===== src/rtl/hart_state_if.sv =====
// Bundles the hart-control request/response signals between the hart switch and the hart state table.
interface hart_state_if;
    logic        hstart;
    logic [1:0]  hstart_hid;
    logic        hstart_ack;
    logic        id_hkill;
    logic [1:0]  id_set_hid;
    logic        prim_set;
    logic [1:0]  prim_hid;
    logic        ic_miss;
    logic [1:0]  ic_miss_hid;
    logic        i_cache_fin;
    logic        dc_miss;
    logic [1:0]  dc_miss_hid;
    logic        d_cache_fin;
    logic [3:0]  acti_hstate;
    logic [3:0]  prim_hstate;
    logic [3:0]  wait_hstate;
    logic        all_wait;
    logic [1:0]  cnt_hid;
    logic        cnt_clr;
    logic [15:0] cnt_val;

    modport master (
        output hstart, hstart_hid, id_hkill, id_set_hid, prim_set, prim_hid,
               ic_miss, ic_miss_hid, i_cache_fin, dc_miss, dc_miss_hid, d_cache_fin,
               cnt_hid, cnt_clr,
        input  hstart_ack, acti_hstate, prim_hstate, wait_hstate, all_wait, cnt_val
    );

    modport slave (
        input  hstart, hstart_hid, id_hkill, id_set_hid, prim_set, prim_hid,
               ic_miss, ic_miss_hid, i_cache_fin, dc_miss, dc_miss_hid, d_cache_fin,
               cnt_hid, cnt_clr,
        output hstart_ack, acti_hstate, prim_hstate, wait_hstate, all_wait, cnt_val
    );
endinterface


===== src/rtl/hart_state_unit.sv =====
// Per-hart state table, primary-hart register and cache-miss ownership for the 4-hart core.
// Define HSTU_STALL_CNT_EN to add per-hart 16-bit saturating stall counters on cnt_val.
module hart_state_unit (
    input  logic        clk,
    input  logic        rst_n,
    hart_state_if.slave hs
);
    localparam int HART_STATE_W = 4;

    typedef enum logic [1:0] {
        H_IDLE,
        H_ACTIVE,
        H_WAIT_IC,
        H_WAIT_DC
    } hstate_e;

    hstate_e     state_q [HART_STATE_W];
    hstate_e     state_d [HART_STATE_W];
    logic [3:0]  prim_q, prim_d;
    logic        ic_vld_q, ic_vld_d;
    logic [1:0]  ic_hid_q, ic_hid_d;
    logic        dc_vld_q, dc_vld_d;
    logic [1:0]  dc_hid_q, dc_hid_d;
    logic        hstart_ack_q, hstart_ack_d;

    logic [3:0]  busy, acti, waitv;
    logic [3:0]  kill_vec, succ_cand, succ;
    logic        kill_ok, start_ok, ic_take, dc_take;

    always_comb begin
        busy  = '0;
        acti  = '0;
        waitv = '0;
        for (int i = 0; i < HART_STATE_W; i++) begin
            busy[i]  = (state_q[i] != H_IDLE);
            acti[i]  = (state_q[i] == H_ACTIVE);
            waitv[i] = (state_q[i] == H_WAIT_IC) || (state_q[i] == H_WAIT_DC);
        end
    end

    // A kill is only refused when it would take down the last non-idle hart.
    assign kill_vec  = 4'b0001 << hs.id_set_hid;
    assign kill_ok   = hs.id_hkill && ((busy & ~kill_vec) != 4'b0000);
    assign succ_cand = busy & ~kill_vec;
    assign succ      = succ_cand & (~succ_cand + 4'd1);

    assign start_ok = hs.hstart && !busy[hs.hstart_hid]
                   && !(ic_vld_q && (ic_hid_q == hs.hstart_hid))
                   && !(dc_vld_q && (dc_hid_q == hs.hstart_hid))
                   && !(hs.id_hkill && (hs.id_set_hid == hs.hstart_hid));

    // A new miss needs a free channel (or one being released this cycle) and loses to a same-cycle kill.
    assign ic_take = hs.ic_miss && acti[hs.ic_miss_hid]
                  && (!ic_vld_q || hs.i_cache_fin)
                  && !(kill_ok && (hs.id_set_hid == hs.ic_miss_hid));
    assign dc_take = hs.dc_miss && acti[hs.dc_miss_hid]
                  && (!dc_vld_q || hs.d_cache_fin)
                  && !(kill_ok && (hs.id_set_hid == hs.dc_miss_hid))
                  && !(ic_take && (hs.ic_miss_hid == hs.dc_miss_hid));

    always_comb begin
        for (int i = 0; i < HART_STATE_W; i++) begin
            state_d[i] = state_q[i];
        end
        ic_vld_d     = ic_vld_q;
        ic_hid_d     = ic_hid_q;
        dc_vld_d     = dc_vld_q;
        dc_hid_d     = dc_hid_q;
        hstart_ack_d = start_ok;

        // A fin for a hart that was killed meanwhile only releases ownership.
        if (hs.i_cache_fin && ic_vld_q) begin
            ic_vld_d = 1'b0;
            if (state_q[ic_hid_q] == H_WAIT_IC) state_d[ic_hid_q] = H_ACTIVE;
        end
        if (hs.d_cache_fin && dc_vld_q) begin
            dc_vld_d = 1'b0;
            if (state_q[dc_hid_q] == H_WAIT_DC) state_d[dc_hid_q] = H_ACTIVE;
        end
        if (ic_take) begin
            state_d[hs.ic_miss_hid] = H_WAIT_IC;
            ic_vld_d = 1'b1;
            ic_hid_d = hs.ic_miss_hid;
        end
        if (dc_take) begin
            state_d[hs.dc_miss_hid] = H_WAIT_DC;
            dc_vld_d = 1'b1;
            dc_hid_d = hs.dc_miss_hid;
        end
        if (start_ok) state_d[hs.hstart_hid] = H_ACTIVE;
        if (kill_ok)  state_d[hs.id_set_hid] = H_IDLE;
    end

    always_comb begin
        prim_d = prim_q;
        if (kill_ok && ((prim_q & kill_vec) != 4'b0000)) begin
            prim_d = succ;
        end else if (hs.prim_set && busy[hs.prim_hid]
                     && !(kill_ok && (hs.prim_hid == hs.id_set_hid))) begin
            prim_d = 4'b0001 << hs.prim_hid;
        end
    end

    always_ff @(posedge clk or negedge rst_n) begin
        if (!rst_n) begin
            state_q[0] <= H_ACTIVE;
            for (int i = 1; i < HART_STATE_W; i++) begin
                state_q[i] <= H_IDLE;
            end
            prim_q       <= 4'b0001;
            ic_vld_q     <= 1'b0;
            ic_hid_q     <= 2'd0;
            dc_vld_q     <= 1'b0;
            dc_hid_q     <= 2'd0;
            hstart_ack_q <= 1'b0;
        end else begin
            for (int i = 0; i < HART_STATE_W; i++) begin
                state_q[i] <= state_d[i];
            end
            prim_q       <= prim_d;
            ic_vld_q     <= ic_vld_d;
            ic_hid_q     <= ic_hid_d;
            dc_vld_q     <= dc_vld_d;
            dc_hid_q     <= dc_hid_d;
            hstart_ack_q <= hstart_ack_d;
        end
    end

    assign hs.acti_hstate = acti;
    assign hs.prim_hstate = prim_q;
    assign hs.wait_hstate = waitv;
    assign hs.all_wait    = (acti == 4'b0000) && (waitv != 4'b0000);
    assign hs.hstart_ack  = hstart_ack_q;

`ifdef HSTU_STALL_CNT_EN
    logic [15:0] cnt_q [HART_STATE_W];
    logic [15:0] cnt_d [HART_STATE_W];
    logic [15:0] cnt_val_q, cnt_val_d;

    always_comb begin
        for (int i = 0; i < HART_STATE_W; i++) begin
            cnt_d[i] = cnt_q[i];
            if (hs.cnt_clr) begin
                cnt_d[i] = 16'h0000;
            end else if (waitv[i] && (cnt_q[i] != 16'hFFFF)) begin
                cnt_d[i] = cnt_q[i] + 16'd1;
            end
        end
        cnt_val_d = cnt_q[hs.cnt_hid];
    end

    always_ff @(posedge clk or negedge rst_n) begin
        if (!rst_n) begin
            for (int i = 0; i < HART_STATE_W; i++) begin
                cnt_q[i] <= 16'h0000;
            end
            cnt_val_q <= 16'h0000;
        end else begin
            for (int i = 0; i < HART_STATE_W; i++) begin
                cnt_q[i] <= cnt_d[i];
            end
            cnt_val_q <= cnt_val_d;
        end
    end

    assign hs.cnt_val = cnt_val_q;
`else
    logic cnt_unused;
    assign cnt_unused = ^{hs.cnt_clr, hs.cnt_hid};
    assign hs.cnt_val = 16'h0000;
`endif
endmodule

===== src/flat_wrapper.sv =====
// flat-port wrapper written by rule: the top's interface ports become plain ports
module hart_state_unit_flat 
  (clk, rst_n, hs_hstart, hs_hstart_hid, hs_id_hkill, hs_id_set_hid, hs_prim_set, hs_prim_hid, hs_ic_miss, hs_ic_miss_hid, hs_i_cache_fin, hs_dc_miss, hs_dc_miss_hid, hs_d_cache_fin, hs_cnt_hid, hs_cnt_clr, hs_hstart_ack, hs_acti_hstate, hs_prim_hstate, hs_wait_hstate, hs_all_wait, hs_cnt_val);
  hart_state_if hs_i ();
  input  logic clk;
  input  logic rst_n;
  input wire logic [$bits(hs_i.hstart)-1:0] hs_hstart;
  input wire logic [$bits(hs_i.hstart_hid)-1:0] hs_hstart_hid;
  input wire logic [$bits(hs_i.id_hkill)-1:0] hs_id_hkill;
  input wire logic [$bits(hs_i.id_set_hid)-1:0] hs_id_set_hid;
  input wire logic [$bits(hs_i.prim_set)-1:0] hs_prim_set;
  input wire logic [$bits(hs_i.prim_hid)-1:0] hs_prim_hid;
  input wire logic [$bits(hs_i.ic_miss)-1:0] hs_ic_miss;
  input wire logic [$bits(hs_i.ic_miss_hid)-1:0] hs_ic_miss_hid;
  input wire logic [$bits(hs_i.i_cache_fin)-1:0] hs_i_cache_fin;
  input wire logic [$bits(hs_i.dc_miss)-1:0] hs_dc_miss;
  input wire logic [$bits(hs_i.dc_miss_hid)-1:0] hs_dc_miss_hid;
  input wire logic [$bits(hs_i.d_cache_fin)-1:0] hs_d_cache_fin;
  input wire logic [$bits(hs_i.cnt_hid)-1:0] hs_cnt_hid;
  input wire logic [$bits(hs_i.cnt_clr)-1:0] hs_cnt_clr;
  output wire logic [$bits(hs_i.hstart_ack)-1:0] hs_hstart_ack;
  output wire logic [$bits(hs_i.acti_hstate)-1:0] hs_acti_hstate;
  output wire logic [$bits(hs_i.prim_hstate)-1:0] hs_prim_hstate;
  output wire logic [$bits(hs_i.wait_hstate)-1:0] hs_wait_hstate;
  output wire logic [$bits(hs_i.all_wait)-1:0] hs_all_wait;
  output wire logic [$bits(hs_i.cnt_val)-1:0] hs_cnt_val;
  assign hs_i.hstart = hs_hstart;
  assign hs_i.hstart_hid = hs_hstart_hid;
  assign hs_i.id_hkill = hs_id_hkill;
  assign hs_i.id_set_hid = hs_id_set_hid;
  assign hs_i.prim_set = hs_prim_set;
  assign hs_i.prim_hid = hs_prim_hid;
  assign hs_i.ic_miss = hs_ic_miss;
  assign hs_i.ic_miss_hid = hs_ic_miss_hid;
  assign hs_i.i_cache_fin = hs_i_cache_fin;
  assign hs_i.dc_miss = hs_dc_miss;
  assign hs_i.dc_miss_hid = hs_dc_miss_hid;
  assign hs_i.d_cache_fin = hs_d_cache_fin;
  assign hs_i.cnt_hid = hs_cnt_hid;
  assign hs_i.cnt_clr = hs_cnt_clr;
  assign hs_hstart_ack = hs_i.hstart_ack;
  assign hs_acti_hstate = hs_i.acti_hstate;
  assign hs_prim_hstate = hs_i.prim_hstate;
  assign hs_wait_hstate = hs_i.wait_hstate;
  assign hs_all_wait = hs_i.all_wait;
  assign hs_cnt_val = hs_i.cnt_val;
  hart_state_unit u_core (.clk(clk), .rst_n(rst_n), .hs(hs_i));
endmodule

===== config.mk =====
export PLATFORM = sky130hd
export DESIGN_NAME = hart_state_unit_flat
export DESIGN_NICKNAME = d
export VERILOG_FILES = /design/src/rtl/hart_state_if.sv /design/src/rtl/hart_state_unit.sv /design/src/flat_wrapper.sv
export SDC_FILE = /design/constraint.sdc
export NUM_CORES = 1
export LEC_CHECK = 0
export BUFFER_PORTS_ARGS = -buffer_cell sky130_fd_sc_hd__buf_2
export CAP_MARGIN = 10
export CORE_MARGIN = 4
export CORE_UTILIZATION = 40
export CTS_BUF_LIST = sky130_fd_sc_hd__clkbuf_8
export CTS_CLUSTER_SIZE = 20
export DETAILED_ROUTE_END_ITERATION = 7
export HOLD_SLACK_MARGIN = 0.05
export REMOVE_ABC_BUFFERS = 1
export SLEW_MARGIN = 20
export SYNTH_ARGS = -nofsm -noshare
export SYNTH_HDL_FRONTEND = slang
export SYNTH_SLANG_ARGS = --single-unit
export TNS_END_PERCENT = 10

===== constraint.sdc =====
create_clock -name clk -period 6.4 [get_ports clk]
set_input_delay 0 -clock clk [delete_from_list [all_inputs] [get_ports clk]]
set_output_delay 0 -clock clk [all_outputs]
set_load 0.01 [all_outputs]

==> run summary <==
Port Buffers -> 32
Critical path buffers and inverters -> 0
gr usage total -> 0.179
vias in the first global route -> 1529
number of setup violations in the final report -> 0
number of flops mapped to enable cells by yosys -> 0
synth cell count leaders -> nand2_1 (19), dfrtp_1 (17), nor2_1 (17)
Clk Latency, worst-skew pair -> 0.26 ns
Async SR Flop Fraction -> 1.00
Post-Route WL -> 4790 µm
Final HPWL DP -> 3610 µm
Startpoint Class -> flop
R2R Setup Slk -> 3.88 ns
Synth Register Bits -> 19
Vias -> 1693
Worst Setup Slack, final -> 3.88 ns
critical path, cell by cell -> or2b_2, mux4_2, nor4_1, o21ai_1, nand4bb_1, mux2_2
Routed wire per std cell -> 16.1 µm
Clock Path Buffers -> 2
count of maximum capacitance violations -> 0
TritonCTS clock tree -> done
Critical Path Slowest Stage Cell -> mux4_2
Peak Freq -> 397 MHz
Pleak -> 0.870 nW
WS Path Type -> flop to flop
Top FF cell, synth -> dfrtp_1
placer's final routability congestion estimate -> 0.901
Slew Limit Headroom -> 0.638
Final Hold Vio Count -> 0
DR pass1 iterations -> 4
first-pass GRT wire length -> 7730 µm
vias per cell -> 5.70
CP top delay family -> multiplexers
top-area cell type share of the netlist area -> 0.234
PwrDens -> 343 nW/µm²
DP Worst Slack -> 3.91 ns
Mapped Cells -> 221
post-route ant nets -> 0
FILL cells -> 459
DRC -> 0
IO Pins -> 52
Worst Path Required -> 6.56 ns
min-delay src -> hs_d_cache_fin
# clock sinks -> 19
cells on worst reg2reg path -> 6
H-tree depth -> 1
final std cells w/o fill -> 297
Core Box Area -> 4380 µm²
initial core utilization -> 0.414
Worst setup startpoint -> u_core.state_q[1]$_DFF_PN0_
initial antenna violation count -> 0
Worst Hold Depth -> 3
status -> finished clean
CTS buffer count -> 3
yosys warns -> 0
CTS clock-pin slew for the worst setup and hold paths -> 0.08 ns
post-synthesis sequential area ratio -> 0.263
setup TNS -> 0 ns
nets -> 268
Yosys top cell by area -> dfrtp_1
Post-Syn Area -> 1820 µm²
# resized after CTS -> 0
num rows -> 24
Peak VDD IR -> 191 µV
Hold WC Path Type -> input port to flop
arrival time worst endpoint -> 2.67 ns
CTS root buf -> clkbuf_8
top cells by area, synth -> dfrtp_1 (23%), buf_4 (6.6%), xnor2_1 (5.8%), nand2_1 (3.9%), o21ai_0 (3.9%)
crit path time final -> 2.52 ns
clock skew -> 0.00233 ns
Die Span Y -> 75.4 µm
reg2reg end -> u_core.dc_hid_q[1]$_DFFE_PN0N_
maximum fanout along the worst path -> 9
share of layout cells above drive strength 1 -> 0.241
Largest stage delay, worst path -> 0.51 ns
Area growth, synth to finish -> 9.02%
Slew Limit Fails -> 0
RSZ-0062 raised after global routing -> no
post-synthesis cell type count -> 63
top-count cell post-synth -> nand2_1
diode count -> 0
Initial DRC Count -> 108
Setup crit end kind -> flop
total grt overflow -> 0
largest net degree at the start of global routing -> 20
ratio of final minimum period to clock period -> 0.393
worst hold endpoint -> u_core.dc_vld_q$_DFFE_PN0P_
reg-to-reg startpoint -> u_core.state_q[1]$_DFF_PN0_
Placed Instances -> 291
die footprint -> 5680 µm²
worst slew pin tran -> 0.541 ns
die width -> 75.4 µm
Mapped Avg Cell Area -> 8.22 µm²
==> cell usage in the layout, fill, tap and decap left out, drive strengths merged, types with 2 or more instances in the layout <==
cell / netlist / routed
buf: 20 / 32
nand2: 19 / 19
nor2: 17 / 17
dfrtp: 17 / 17
o21ai: 17 / 17
conb: 1 / 16
xnor2: 12 / 12
nand3: 8 / 8
nand2b: 7 / 7
inv: 7 / 7
a21oi: 7 / 7
nor3: 6 / 6
a31oi: 6 / 6
nand4: 5 / 5
mux2: 4 / 4
o31ai: 3 / 3
nand3b: 3 / 3
mux4: 3 / 3
a22oi: 3 / 3
nor3b: 3 / 3
a21o: 3 / 3
clkbuf: 8 / 3
or2b: 2 / 2
or2: 2 / 2
o31a: 2 / 2
xor2: 2 / 2
nor4: 2 / 2
o22ai: 2 / 2
dlygate4sd3: 1 / 2
dfstp: 2 / 2
or4b: 2 / 2
==> through the flow <==
stage	area [µm²]	power, W	utilization	hold WS [ns]
final	1980	0.000679	0.452	0.0679
after global routing	1980	0.000740	0.452	0.0943
after CTS	1980	0.000682	0.452	0.0578
after detailed placement	1910	0.000589	0.437	-0.0176
after global placement	1910	0.000587	0.437	-0.00869
after floorplan	1690	0.000470	-	-0.296
==> worst max path at each step <==
stage	to	slack, ns	depth (start not counted)
2_1_floorplan	u_core.dc_hid_q[1]$_DFFE_PN0N_	4.11	6
3_3_place_gp	u_core.ic_hid_q[1]$_DFFE_PN0N_	3.92	6
3_5_place_dp	u_core.dc_hid_q[1]$_DFFE_PN0N_	3.91	6
4_1_cts	u_core.dc_hid_q[1]$_DFFE_PN0N_	3.88	6
5_1_grt	u_core.dc_hid_q[1]$_DFFE_PN0N_	3.65	6
6_report	u_core.dc_hid_q[1]$_DFFE_PN0N_	3.88	6
==> per-layer routing <==
| layer | share of wire | track usage | wire [µm] |
|---|---|---|---|
| met3 | 0.057 | 0.0277 | 274 |
| met4 | 0.0071 | 0.0350 | 34 |
| met1 | 0.44 | 0.243 | 2130 |
| met5 | 0 | 0 | 0 |
| met2 | 0.49 | 0.302 | 2350 |
==> report_power, final <==
part	leakage, nW	switching [W]	internal [W]
combinational	0.602	0.000204	0.000157
clock	0.0255	0.0000460	0.0000435
sequential	0.243	0.0000607	0.000168
total	0.870	0.000311	0.000369
==> cell families (layout without fill, tap and decap cells) <==
| family | count (synthesis) | after routing | share of synthesized area |
|---|---|---|---|
| buf+inv | 36 | 45 | 0.116 |
| xor+xnor | 14 | 14 | 0.0675 |
| simple gates | 86 | 86 | 0.262 |
| other cells | 1 | 16 | 0.00206 |
| mux | 8 | 8 | 0.0675 |
| compound gates | 57 | 57 | 0.222 |
| flops | 19 | 19 | 0.263 |
==> worst reg2reg max path: cells and delay by family (launching register included) <==
kind            cells  cell delay [ns]
compound gates      1             0.21
mux                 2             0.86
flops               1             0.49
simple gates        3             0.85
==> flip-flops by register name, indices dropped and copies added, names as in the netlist <==
register / flops
u_core.state_q: 8
u_core.hs.prim_hstate: 4
u_core.dc_hid_q: 2
u_core.ic_hid_q: 2
u_core.dc_vld_q: 1
u_core.hs.hstart_ack: 1
u_core.ic_vld_q: 1
==> timing repair <==
item / CTS / global route
hold buffers: 2 / 0
hold endpoints to repair: 20 / 0
buffers inserted: 0 / 0
==> layout make-up <==
cell class                      count  area (µm²)  area share
Clock inverter                      1        5.00     0.00253
Tap cell                           52        65.1      0.0328
Sequential cell                    19         478       0.241
Inverter                            7        26.3      0.0133
Multi-Input combinational cell    181        1180       0.598
Timing Repair Buffer               34         180      0.0910
Clock buffer                        3        41.3      0.0208
(Power assumes the default switching activity.)
